$ cat src/rtl/phs_flow_classifier.sv
// PHS flow classifier: buffers parser PHS tuples in a small FIFO, then scans a
// masked-match rule table one entry per cycle; the lowest-index match wins.
module phs_flow_classifier #(
    parameter  int PHS_W      = 120,
    parameter  int NUM_RULES  = 8,
    parameter  int FIFO_DEPTH = 4,
    parameter  int QFI_W      = 6,
    parameter  int CNT_W      = 16,
    localparam int IDX_W      = $clog2(NUM_RULES)
) (
    input  logic             CLK,
    input  logic             reset,
    input  logic [PHS_W-1:0] phs_i,
    input  logic             phs_valid_i,
    input  logic             cfg_we_i,
    input  logic [IDX_W-1:0] cfg_idx_i,
    input  logic             cfg_valid_i,
    input  logic [PHS_W-1:0] cfg_key_i,
    input  logic [PHS_W-1:0] cfg_mask_i,
    input  logic [QFI_W-1:0] cfg_qfi_i,
    output logic             res_valid_o,
    input  logic             res_ready_i,
    output logic             res_hit_o,
    output logic [IDX_W-1:0] res_idx_o,
    output logic [QFI_W-1:0] res_qfi_o,
    output logic [PHS_W-1:0] res_phs_o,
    output logic [CNT_W-1:0] drop_cnt_o,
    output logic [CNT_W-1:0] hit_cnt_o,
    output logic [CNT_W-1:0] miss_cnt_o
);

    localparam int PTR_W = $clog2(FIFO_DEPTH);

    typedef enum logic [1:0] {S_IDLE, S_SCAN, S_RESULT} state_e;

    state_e                 state_q, state_d;
    logic [IDX_W-1:0]       idx_q, idx_d;
    logic [PHS_W-1:0]       tuple_q, tuple_d;
    logic                   res_hit_q, res_hit_d;
    logic [IDX_W-1:0]       res_idx_q, res_idx_d;
    logic [QFI_W-1:0]       res_qfi_q, res_qfi_d;

    logic [NUM_RULES-1:0]   rvalid_q;
    logic [PHS_W-1:0]       key_q  [NUM_RULES];
    logic [PHS_W-1:0]       mask_q [NUM_RULES];
    logic [QFI_W-1:0]       qfi_q  [NUM_RULES];

    logic [PHS_W-1:0]       fifo_mem_q [FIFO_DEPTH];
    logic [PTR_W-1:0]       wr_ptr_q, rd_ptr_q;
    logic [PTR_W:0]         count_q, count_d;
    logic                   full, push, pop, match, handshake;

    logic [CNT_W-1:0]       drop_cnt_q, hit_cnt_q, miss_cnt_q;

    // Rule table: only the valid bits need a reset value.
    always_ff @(posedge CLK) begin
        if (reset) rvalid_q <= '0;
        else if (cfg_we_i) rvalid_q[cfg_idx_i] <= cfg_valid_i;
    end

    always_ff @(posedge CLK) begin
        if (cfg_we_i) begin
            key_q[cfg_idx_i]  <= cfg_key_i;
            mask_q[cfg_idx_i] <= cfg_mask_i;
            qfi_q[cfg_idx_i]  <= cfg_qfi_i;
        end
    end

    // Full is judged on pre-pop occupancy, so a push into a full FIFO drops.
    assign full = (count_q == (PTR_W+1)'(FIFO_DEPTH));
    assign push = phs_valid_i && !full;

    always_comb begin
        count_d = count_q;
        case ({push, pop})
            2'b10:   count_d = count_q + (PTR_W+1)'(1);
            2'b01:   count_d = count_q - (PTR_W+1)'(1);
            default: count_d = count_q;
        endcase
    end

    always_ff @(posedge CLK) begin
        if (push) fifo_mem_q[wr_ptr_q] <= phs_i;
    end

    always_ff @(posedge CLK) begin
        if (reset) begin
            wr_ptr_q <= '0;
            rd_ptr_q <= '0;
            count_q  <= '0;
        end else begin
            if (push) wr_ptr_q <= wr_ptr_q + PTR_W'(1);
            if (pop)  rd_ptr_q <= rd_ptr_q + PTR_W'(1);
            count_q <= count_d;
        end
    end

    assign match = rvalid_q[idx_q] &&
                   (((tuple_q ^ key_q[idx_q]) & mask_q[idx_q]) == '0);

    always_comb begin
        state_d   = state_q;
        idx_d     = idx_q;
        tuple_d   = tuple_q;
        res_hit_d = res_hit_q;
        res_idx_d = res_idx_q;
        res_qfi_d = res_qfi_q;
        pop       = 1'b0;
        case (state_q)
            S_IDLE: begin
                if (count_q != '0) begin
                    tuple_d = fifo_mem_q[rd_ptr_q];
                    pop     = 1'b1;
                    idx_d   = '0;
                    state_d = S_SCAN;
                end
            end
            S_SCAN: begin
                if (match) begin
                    res_hit_d = 1'b1;
                    res_idx_d = idx_q;
                    res_qfi_d = qfi_q[idx_q];
                    state_d   = S_RESULT;
                end else if (idx_q == IDX_W'(NUM_RULES-1)) begin
                    res_hit_d = 1'b0;
                    res_idx_d = '0;
                    res_qfi_d = '0;
                    state_d   = S_RESULT;
                end else begin
                    idx_d = idx_q + IDX_W'(1);
                end
            end
            S_RESULT: begin
                if (res_ready_i) state_d = S_IDLE;
            end
            default: state_d = S_IDLE;
        endcase
    end

    always_ff @(posedge CLK) begin
        if (reset) begin
            state_q   <= S_IDLE;
            idx_q     <= '0;
            tuple_q   <= '0;
            res_hit_q <= 1'b0;
            res_idx_q <= '0;
            res_qfi_q <= '0;
        end else begin
            state_q   <= state_d;
            idx_q     <= idx_d;
            tuple_q   <= tuple_d;
            res_hit_q <= res_hit_d;
            res_idx_q <= res_idx_d;
            res_qfi_q <= res_qfi_d;
        end
    end

    assign handshake = (state_q == S_RESULT) && res_ready_i;

    // Statistics saturate at all-ones.
    always_ff @(posedge CLK) begin
        if (reset) begin
            drop_cnt_q <= '0;
            hit_cnt_q  <= '0;
            miss_cnt_q <= '0;
        end else begin
            if (phs_valid_i && full && drop_cnt_q != '1)
                drop_cnt_q <= drop_cnt_q + CNT_W'(1);
            if (handshake && res_hit_q && hit_cnt_q != '1)
                hit_cnt_q <= hit_cnt_q + CNT_W'(1);
            if (handshake && !res_hit_q && miss_cnt_q != '1)
                miss_cnt_q <= miss_cnt_q + CNT_W'(1);
        end
    end

    assign res_valid_o = (state_q == S_RESULT);
    assign res_hit_o   = res_hit_q;
    assign res_idx_o   = res_idx_q;
    assign res_qfi_o   = res_qfi_q;
    assign res_phs_o   = tuple_q;
    assign drop_cnt_o  = drop_cnt_q;
    assign hit_cnt_o   = hit_cnt_q;
    assign miss_cnt_o  = miss_cnt_q;

endmodule

$ cat config.mk
export PLATFORM = sky130hd
export DESIGN_NAME = phs_flow_classifier
export DESIGN_NICKNAME = d
export VERILOG_FILES = /design/src/rtl/phs_flow_classifier.sv
export SDC_FILE = /design/constraint.sdc
export NUM_CORES = 2
export LEC_CHECK = 0
export ABC_CLOCK_PERIOD_IN_PS = 19500
export CORE_ASPECT_RATIO = 1.4
export CORE_UTILIZATION = 56
export CTS_BUF_LIST = sky130_fd_sc_hd__clkbuf_8
export CTS_CLUSTER_DIAMETER = 80
export DETAILED_ROUTE_END_ITERATION = 16
export PLACE_DENSITY = 0.79
export RECOVER_POWER = 100
export SLEW_MARGIN = 20
export SYNTH_ARGS = -nofsm -noshare
export SYNTH_HDL_FRONTEND = slang
export SYNTH_SLANG_ARGS = --single-unit
$ cat constraint.sdc
create_clock -name CLK -period 19.5 [get_ports CLK]
set_clock_uncertainty 0.1 [all_clocks]
set_input_delay 2.925 -clock CLK [delete_from_list [all_inputs] [get_ports CLK]]
set_output_delay 2.925 -clock CLK [all_outputs]
set_load 0.02 [all_outputs]
# After elaboration in Yosys (flattened, before gate mapping)
# Memory sizes are Yosys's and may differ from the RTL's. A register that Yosys moved wholly into a read port is not among the register bits.
# Index checks and enable logic that the tools add are counted.
[op_classes]
n_reduce_logical = 22
bitwise = 2
mux = 33
n_lt_le_gt_ge = 3
n_addsub = 8
n_eq_ne = 14
[ops]
columns = ["cell", "count"]
rows = [
  ["120-bit AND", 1],
  ["120-bit logical NOT", 1],
  ["120-bit XOR", 1],
  ["16-bit by 1-bit adder with 16-bit output (second input constant)", 3],
  ["16-bit != test (second input constant)", 3],
  ["3-bit 2-to-1 mux", 11],
  ["6-bit 2-to-1 mux", 2],
  ["3-bit one-hot mux with 2 select lines", 2],
  ["1-bit logical AND", 10],
  ["1-bit 2-to-1 mux", 10],
  ["8-bit bitwise mux", 1],
  ["3-bit by 4-bit less-than comparator with 1-bit output (second input constant)", 2],
  ["2-bit 2-to-1 mux", 4],
  ["3-bit by 1-bit adder with 3-bit output (second input constant)", 2],
  ["3-bit equality test (second input constant)", 2],
  ["2-bit != test (second input constant)", 3],
  ["2-bit one-hot mux with 3 select lines", 1],
  ["2-bit nonzero test", 3],
  ["2-bit by 1-bit adder with 2-bit output (second input constant)", 2],
  ["2-bit by 1-bit equality test with 1-bit output (second input constant)", 2],
  ["2-bit equality test (second input constant)", 2],
  ["2-bit AND reduction", 2],
  ["4-bit AND reduction", 1],
  ["1-bit binary-select mux with 3-bit select", 1],
  ["9 further kinds", 10],
]
[word_totals]
mem_bits_rw = 2448
mem_count = 4
input_bits = 375
wordCells = 98
ff_bits = 78
output_inout_bits = 179
[memory_table]
columns = ["memory", "depth", "word_bits", "read_ports", "rd_ports_with_merged_regs", "write_ports", "line_no", "text"]
rows = [
  ["key_q", 8, 120, 1, 1, 1, "44", "logic [PHS_W-1:0] key_q [NUM_RULES];"],
  ["mask_q", 8, 120, 1, 1, 1, "45", "logic [PHS_W-1:0] mask_q [NUM_RULES];"],
  ["fifo_mem_q", 4, 120, 1, 1, 1, "48", "logic [PHS_W-1:0] fifo_mem_q [FIFO_DEPTH];"],
  ["qfi_q", 8, 6, 1, 1, 1, "46", "logic [QFI_W-1:0] qfi_q [NUM_RULES];"],
]

# Longest topological paths before layout
[depth]
word_depth = 8
mapped_depth = 17
ltp_nobuf = 10

# Worst setup path before layout
# OpenSTA, ideal clock, no wires.
[synth_path]
path_type = "input to register"
from = "input cfg_idx_i[2]"
to = "register rvalid_q[0]"
arrival_ns = 21.045
path_buffers = 0
slack_ns = -1.780
path_stages = 3
path_cell_list = "nor3_1 -> mux2i_1 -> nor2_1"
[synth_via]
elab_chain_cells = 5
[synth_rtl]
columns = ["element", "line_no", "text"]
rows = [
  ["from (decl)", "16", "input logic [IDX_W-1:0] cfg_idx_i,"],
  ["3-bit by 4-bit less-than comparator with 1-bit output (not written as such) or 3-bit by 1-bit greater-or-equal comparator with 1-bit output (tied branches)", "58", "else if (cfg_we_i) rvalid_q[cfg_idx_i] <= cfg_valid_i;"],
  ["1-bit logical AND (not written as such)", "58", ""],
  ["1-bit 2-to-1 mux (not written as such)", "58", ""],
  ["1-bit demux with 3-bit select (*)", "58", ""],
  ["8-bit bitwise mux (*)", "58", ""],
  ["to (signal, indexed assignment)", "58", ""],
  ["to (decl)", "43", "logic [NUM_RULES-1:0] rvalid_q;"],
]
# Every way passes the cells marked *; elsewhere a longest branch is shown, timed or not.
# A chain may end at the register's enable or synchronous reset.

# Final worst setup path
[layout_path]
from = "input cfg_idx_i[1]"
to = "memory mask_q[6][56] (enable)"
[layout_lines]
columns = ["element", "line_no"]
rows = [
  ["to (decl)", "45"],
]
# Straight into the memory's write port.

==> report_table.html <==
<table>
<tr><th>Metric</th><th>Value</th></tr>
<tr><th colspan="2">Detailed routing</th></tr>
<tr><td>DR vias</td><td>between 60000 and 70000</td></tr>
<tr><td>Routed wire length</td><td>between 200 and 300 mm</td></tr>
<tr><td>DRC violation total after the first TritonRoute iteration</td><td>6773</td></tr>
<tr><td>Per-cell via count in the routed design</td><td>about 6.3</td></tr>
<tr><td>Metal2 WL</td><td>approximately 130 mm</td></tr>
<tr><td>Met1 layer wirelength in the final routing</td><td>around 94 mm</td></tr>
<tr><td>Antenna viol nets, final</td><td>0</td></tr>
<tr><td>Top routing layer in use</td><td>met5</td></tr>
<tr><td>Number of DRC violations after detailed routing</td><td>0</td></tr>
<tr><td>Met3 WL</td><td>29.3 mm</td></tr>
<tr><td>Wire per inst</td><td>approximately 28 um</td></tr>
<tr><td>First-pass iteration count of the detailed router</td><td>8</td></tr>
<tr><th colspan="2">Synthesis</th></tr>
<tr><td>Net Count, Synth</td><td>6578</td></tr>
<tr><td>EDFF count, synth</td><td>about 2400</td></tr>
<tr><td>Sequential-to-total area share from yosys stat</td><td>approximately 74%</td></tr>
<tr><td>Average size of a mapped cell</td><td>16.8 sq um</td></tr>
<tr><td>Cell area after technology mapping</td><td>around 0.10 sq mm</td></tr>
<tr><td>Number of different library cells in the post-synthesis netlist</td><td>slightly above 80</td></tr>
<tr><td>Mapped Cells</td><td>between 6000 and 7000</td></tr>
<tr><td>Main synth FF type</td><td>edfxtp_1</td></tr>
<tr><td>Total of flip-flops plus latches after synthesis</td><td>between 2000 and 3000</td></tr>
<tr><td>Async set or reset register ratio after synthesis</td><td>0%</td></tr>
<tr><td>Synth Warn #</td><td>0</td></tr>
<tr><th colspan="2">Timing</th></tr>
<tr><td>Total setup violations reported at the end of the flow</td><td>0</td></tr>
<tr><td>Unrepaired setup endpoints after global routing</td><td>no</td></tr>
<tr><td>Post-route worst setup slack</td><td>a little under 7000 ps</td></tr>
<tr><td>Max_slew headroom</td><td>-533%</td></tr>
<tr><td>Peak Freq</td><td>about 0.08 GHz</td></tr>
<tr><td>Tmin final</td><td>between 10000 and 15000 ps</td></tr>
<tr><td>Count of pins over their slew limit</td><td>approximately 2400</td></tr>
<tr><td>Count of endpoints failing hold in the final timing report</td><td>0</td></tr>
<tr><td>Post-route clock period utilization</td><td>between 60% and 70%</td></tr>
<tr><td>Total negative setup slack</td><td>0 ps</td></tr>
<tr><td>Worst slew pin tran</td><td>roughly 9500 ps</td></tr>
<tr><th colspan="2">Die</th></tr>
<tr><td>Row Count</td><td>approximately 190</td></tr>
<tr><td>Number of placed I/O pins</td><td>about 550</td></tr>
<tr><td>Die span in y</td><td>~510 um</td></tr>
<tr><td>Width of the die</td><td>around 370 um</td></tr>
<tr><td>Area of the die</td><td>around 0.19 sq mm</td></tr>
<tr><td>Effective utilization at floorplan</td><td>between 50% and 60%</td></tr>
<tr><td>Standard cell core area</td><td>approximately 0.19 sq mm</td></tr>
<tr><th colspan="2">Worst setup path</th></tr>
<tr><td>Master of the slowest instance on the critical path</td><td>clkbuf_1</td></tr>
<tr><td>Worst R2R Start</td><td>count_q[0]</td></tr>
<tr><td>Crit path cell chain</td><td>dlygate4sd3_1 -&gt; nand2_1 -&gt; nor2_1 -&gt; clkbuf_1 -&gt; clkbuf_1 -&gt; clkbuf_1</td></tr>
<tr><td>Startpoint type of the worst setup path</td><td>input pin</td></tr>
<tr><td>R2R Setup Slk</td><td>around 11000 ps</td></tr>
<tr><td>Max FO, Critical Path</td><td>64</td></tr>
<tr><td>Worst path most repeated cell</td><td>clkbuf_1</td></tr>
<tr><td>Critical Path RT</td><td>19920 ps</td></tr>
<tr><td>Setup Crit Path Kind</td><td>input pin to flip-flop</td></tr>
<tr><td>Reg2reg path depth</td><td>5</td></tr>
<tr><td>Worst EP arrival</td><td>13190 ps</td></tr>
<tr><td>CP Capture Type</td><td>flip-flop</td></tr>
<tr><td>CP peak stage delay</td><td>3170 ps</td></tr>
<tr><td>Worst reg2reg path endpoint</td><td>fifo_mem_q[2][29]</td></tr>
<tr><th colspan="2">GRT</th></tr>
<tr><td>Pin count of the biggest net entering global routing</td><td>around 200</td></tr>
<tr><td>Number of global-route vias before repair</td><td>between 60000 and 70000</td></tr>
<tr><td>Overall global routing resource usage</td><td>between 20% and 30%</td></tr>
<tr><td>Initial antenna violation count</td><td>approximately 160</td></tr>
<tr><td>Global-route wire length before repair</td><td>roughly 400 mm</td></tr>
<tr><td>Total grt overflow</td><td>0</td></tr>
<tr><th colspan="2">Clock tree</th></tr>
<tr><td>Clock tree from TritonCTS</td><td>yes</td></tr>
<tr><td>Post-cts resize count</td><td>0</td></tr>
<tr><td>CTS sink count</td><td>roughly 2600</td></tr>
<tr><td>H-tree Lvls</td><td>5</td></tr>
<tr><td>Inserted Clock Buffers</td><td>385</td></tr>
<tr><td>Root Driver</td><td>clkbuf_8</td></tr>
<tr><td>Number of hold buffers added after CTS</td><td>0</td></tr>
<tr><td>Buffers inserted during post-CTS setup optimization</td><td>0</td></tr>
<tr><td>Source-to-sink clock delay at the later pin of the worst-skew pair</td><td>roughly 1100 ps</td></tr>
<tr><td>Clock slew seen by the registers of the worst setup and hold paths</td><td>around 60 ps</td></tr>
<tr><td>CTS max path bufs</td><td>4</td></tr>
<tr><th colspan="2">Status</th></tr>
<tr><td>Run status</td><td>finished with violations</td></tr>
<tr><td>Failing checks</td><td>capacitance limit, slew limit</td></tr>
<tr><th colspan="2">Power</th></tr>
<tr><td>Peak supply drop</td><td>between 90 and 100 uV</td></tr>
<tr><td>Total chip power</td><td>13.9 mW</td></tr>
<tr><td>Total leakage power</td><td>39.2 nW</td></tr>
<tr><td>Pwr dens</td><td>about 120 mW/mm^2</td></tr>
<tr><th colspan="2">Final layout</th></tr>
<tr><td>Leading cell type in the layout, fill and taps excluded</td><td>edfxtp_1</td></tr>
<tr><td>Post-Route Utilization</td><td>~64%</td></tr>
<tr><td>Share of cells above drive strength 1</td><td>12.2%</td></tr>
<tr><td>Flip-flop and latch area</td><td>just under 0.08 sq mm</td></tr>
<tr><td>Area Growth Syn to Fin</td><td>14.2%</td></tr>
<tr><td>Most used cells in the layout excluding fill and tap cells</td><td>edfxtp_1, dlygate4sd3_1, nand2_1, clkbuf_8, inv_1</td></tr>
<tr><td>NumNets Final</td><td>a little over 7000</td></tr>
<tr><td>Area of the multi-input gates</td><td>0.0242 sq mm</td></tr>
<tr><td>Filler instances</td><td>~12000</td></tr>
<tr><th colspan="2">Placement</th></tr>
<tr><td>Worst slack after detailed placement</td><td>around 12000 ps</td></tr>
<tr><td>Routability-driven placement congestion ratio</td><td>between 0.8 and 0.9</td></tr>
<tr><td>Count of input and output buffers</td><td>553</td></tr>
<tr><td>DP Wirelength</td><td>182 mm</td></tr>
<tr><th colspan="2">Worst hold path</th></tr>
<tr><td>Worst Hold Endpoint</td><td>rvalid_q[2]</td></tr>
<tr><td>Number of cells on the worst hold path</td><td>2</td></tr>
<tr><td>Type of the tightest min-delay check</td><td>flip-flop to flip-flop</td></tr>
<tr><td>Worst hold path startpoint</td><td>rvalid_q[2]</td></tr>
<tr><th colspan="2">Job</th></tr>
<tr><td>Max-cap violations</td><td>between 40 and 50</td></tr>
</table>
## through the flow
stage	instances	hold slack [ps]	cell area [sq um]
after floorplan	6192	351	104000
after CTS	9646	394	119000
after detailed placement	8961	383	112000
after global routing	9669	411	119000
after global placement	8960	372	112000
final	9705	392	119000
## critical path: cells and delay by family
| kind | cells | cell delay [ps] |
|---|---|---|
| buffers and inverters | 4 | 8290 |
| and+or+nand+nor | 2 | 1730 |
## power breakdown
group / internal (mW) / switching [mW] / total [mW] / leakage [nW]
registers: 6.59 / 0.549 / 7.14 / 23.9
logic: 1.03 / 1.60 / 2.63 / 11.1
clock network: 2.10 / 2.03 / 4.14 / 4.22
## flip-flops by register name, summed over array words and instances, names as in the netlist, named ones only
register / flops
key_q: 960
mask_q: 960
fifo_mem_q: 480
res_phs_o: 120
qfi_q: 48
drop_cnt_o: 16
hit_cnt_o: 16
miss_cnt_o: 16
rvalid_q: 8
res_qfi_o: 6
count_q: 3
idx_q: 3
res_idx_o: 3
rd_ptr_q: 2
state_q: 2
wr_ptr_q: 2
res_hit_o: 1
## how the worst max path moves through the flow
stage | startpoint | to | slack (ps) | cells after the start
after global placement | cfg_idx_i[1] | mask_q[5][26] | 11840 | 6
after detailed placement | cfg_idx_i[1] | key_q[5][26] | 11720 | 6
after floorplan | cfg_idx_i[0] | key_q[2][0] | 5130 | 2
after CTS | flip-flop | flip-flop | 12400 | 12
final | cfg_idx_i[1] | mask_q[6][56] | 6730 | 6
after global routing | cfg_idx_i[1] | mask_q[6][56] | 6470 | 6
## cell type report
type                            instances  share of cell area (%)
Sequential cell                      2649                    65.1
Timing Repair Buffer                  648                    5.18
Clock buffer                          432                    4.99
Tap cell                             2457                    2.58
Multi-Input combinational cell       2992                    20.3
Antenna cell                           58                   0.122
Clock inverter                        253                    1.02
Inverter                              216                   0.688
## cells in the mapped netlist, types with 30 or more instances
master       n  area (sq um)
a31oi_1     36           225
o21ai_0     99           495
and3_1      68           425
nand2_1    432          1620
mux4_2     265          5970
o311ai_0    56           490
a32o_1      66           661
and3b_1     43           377
clkbuf_1   132           495
xor2_1     134          1170
buf_4       50           375
mux2i_1    194          1940
xnor2_1     53           464
mux2_2      45           507
a311oi_1    65           569
nor3_1      30           150
dfxtp_1    201          4020
nand4_1     41           257
nor2_1     255           957
inv_1      213           800
nand3_1    154           771
a32oi_1     64           561
a21oi_1    239          1200
a311o_1     45           450
nor4_1      38           238
buf_2       99           495
nand3b_1   166          1250
o311a_1     33           330
edfxtp_1  2448         73500
## per-layer routing
layer | GRT usage (%) | vias up
met1 | 34.8 | 30800
met3 | 8.11 | 748
met5 | 0 | -
met2 | 45.8 | 3255
li1 | - | 26200
met4 | 17.2 | 122
## logic make-up (layout without fill, tap and decap cells)
kind of cell | Yosys count | count (layout) | share of synthesized area [%]
AOI/OAI and AO/OA | 938 | 938 | 6.65
xor gates and xnor gates | 187 | 187 | 1.57
adders and majority gates | 11 | 11 | 0.139
buffers and inverters | 551 | 1549 | 2.47
DFF | 2649 | 2649 | 74.4
muxes | 505 | 505 | 8.09
other | 0 | 58 | 0
and+or+nand+nor | 1351 | 1351 | 6.70
Note: power is estimated with default switching activity, not from simulation.
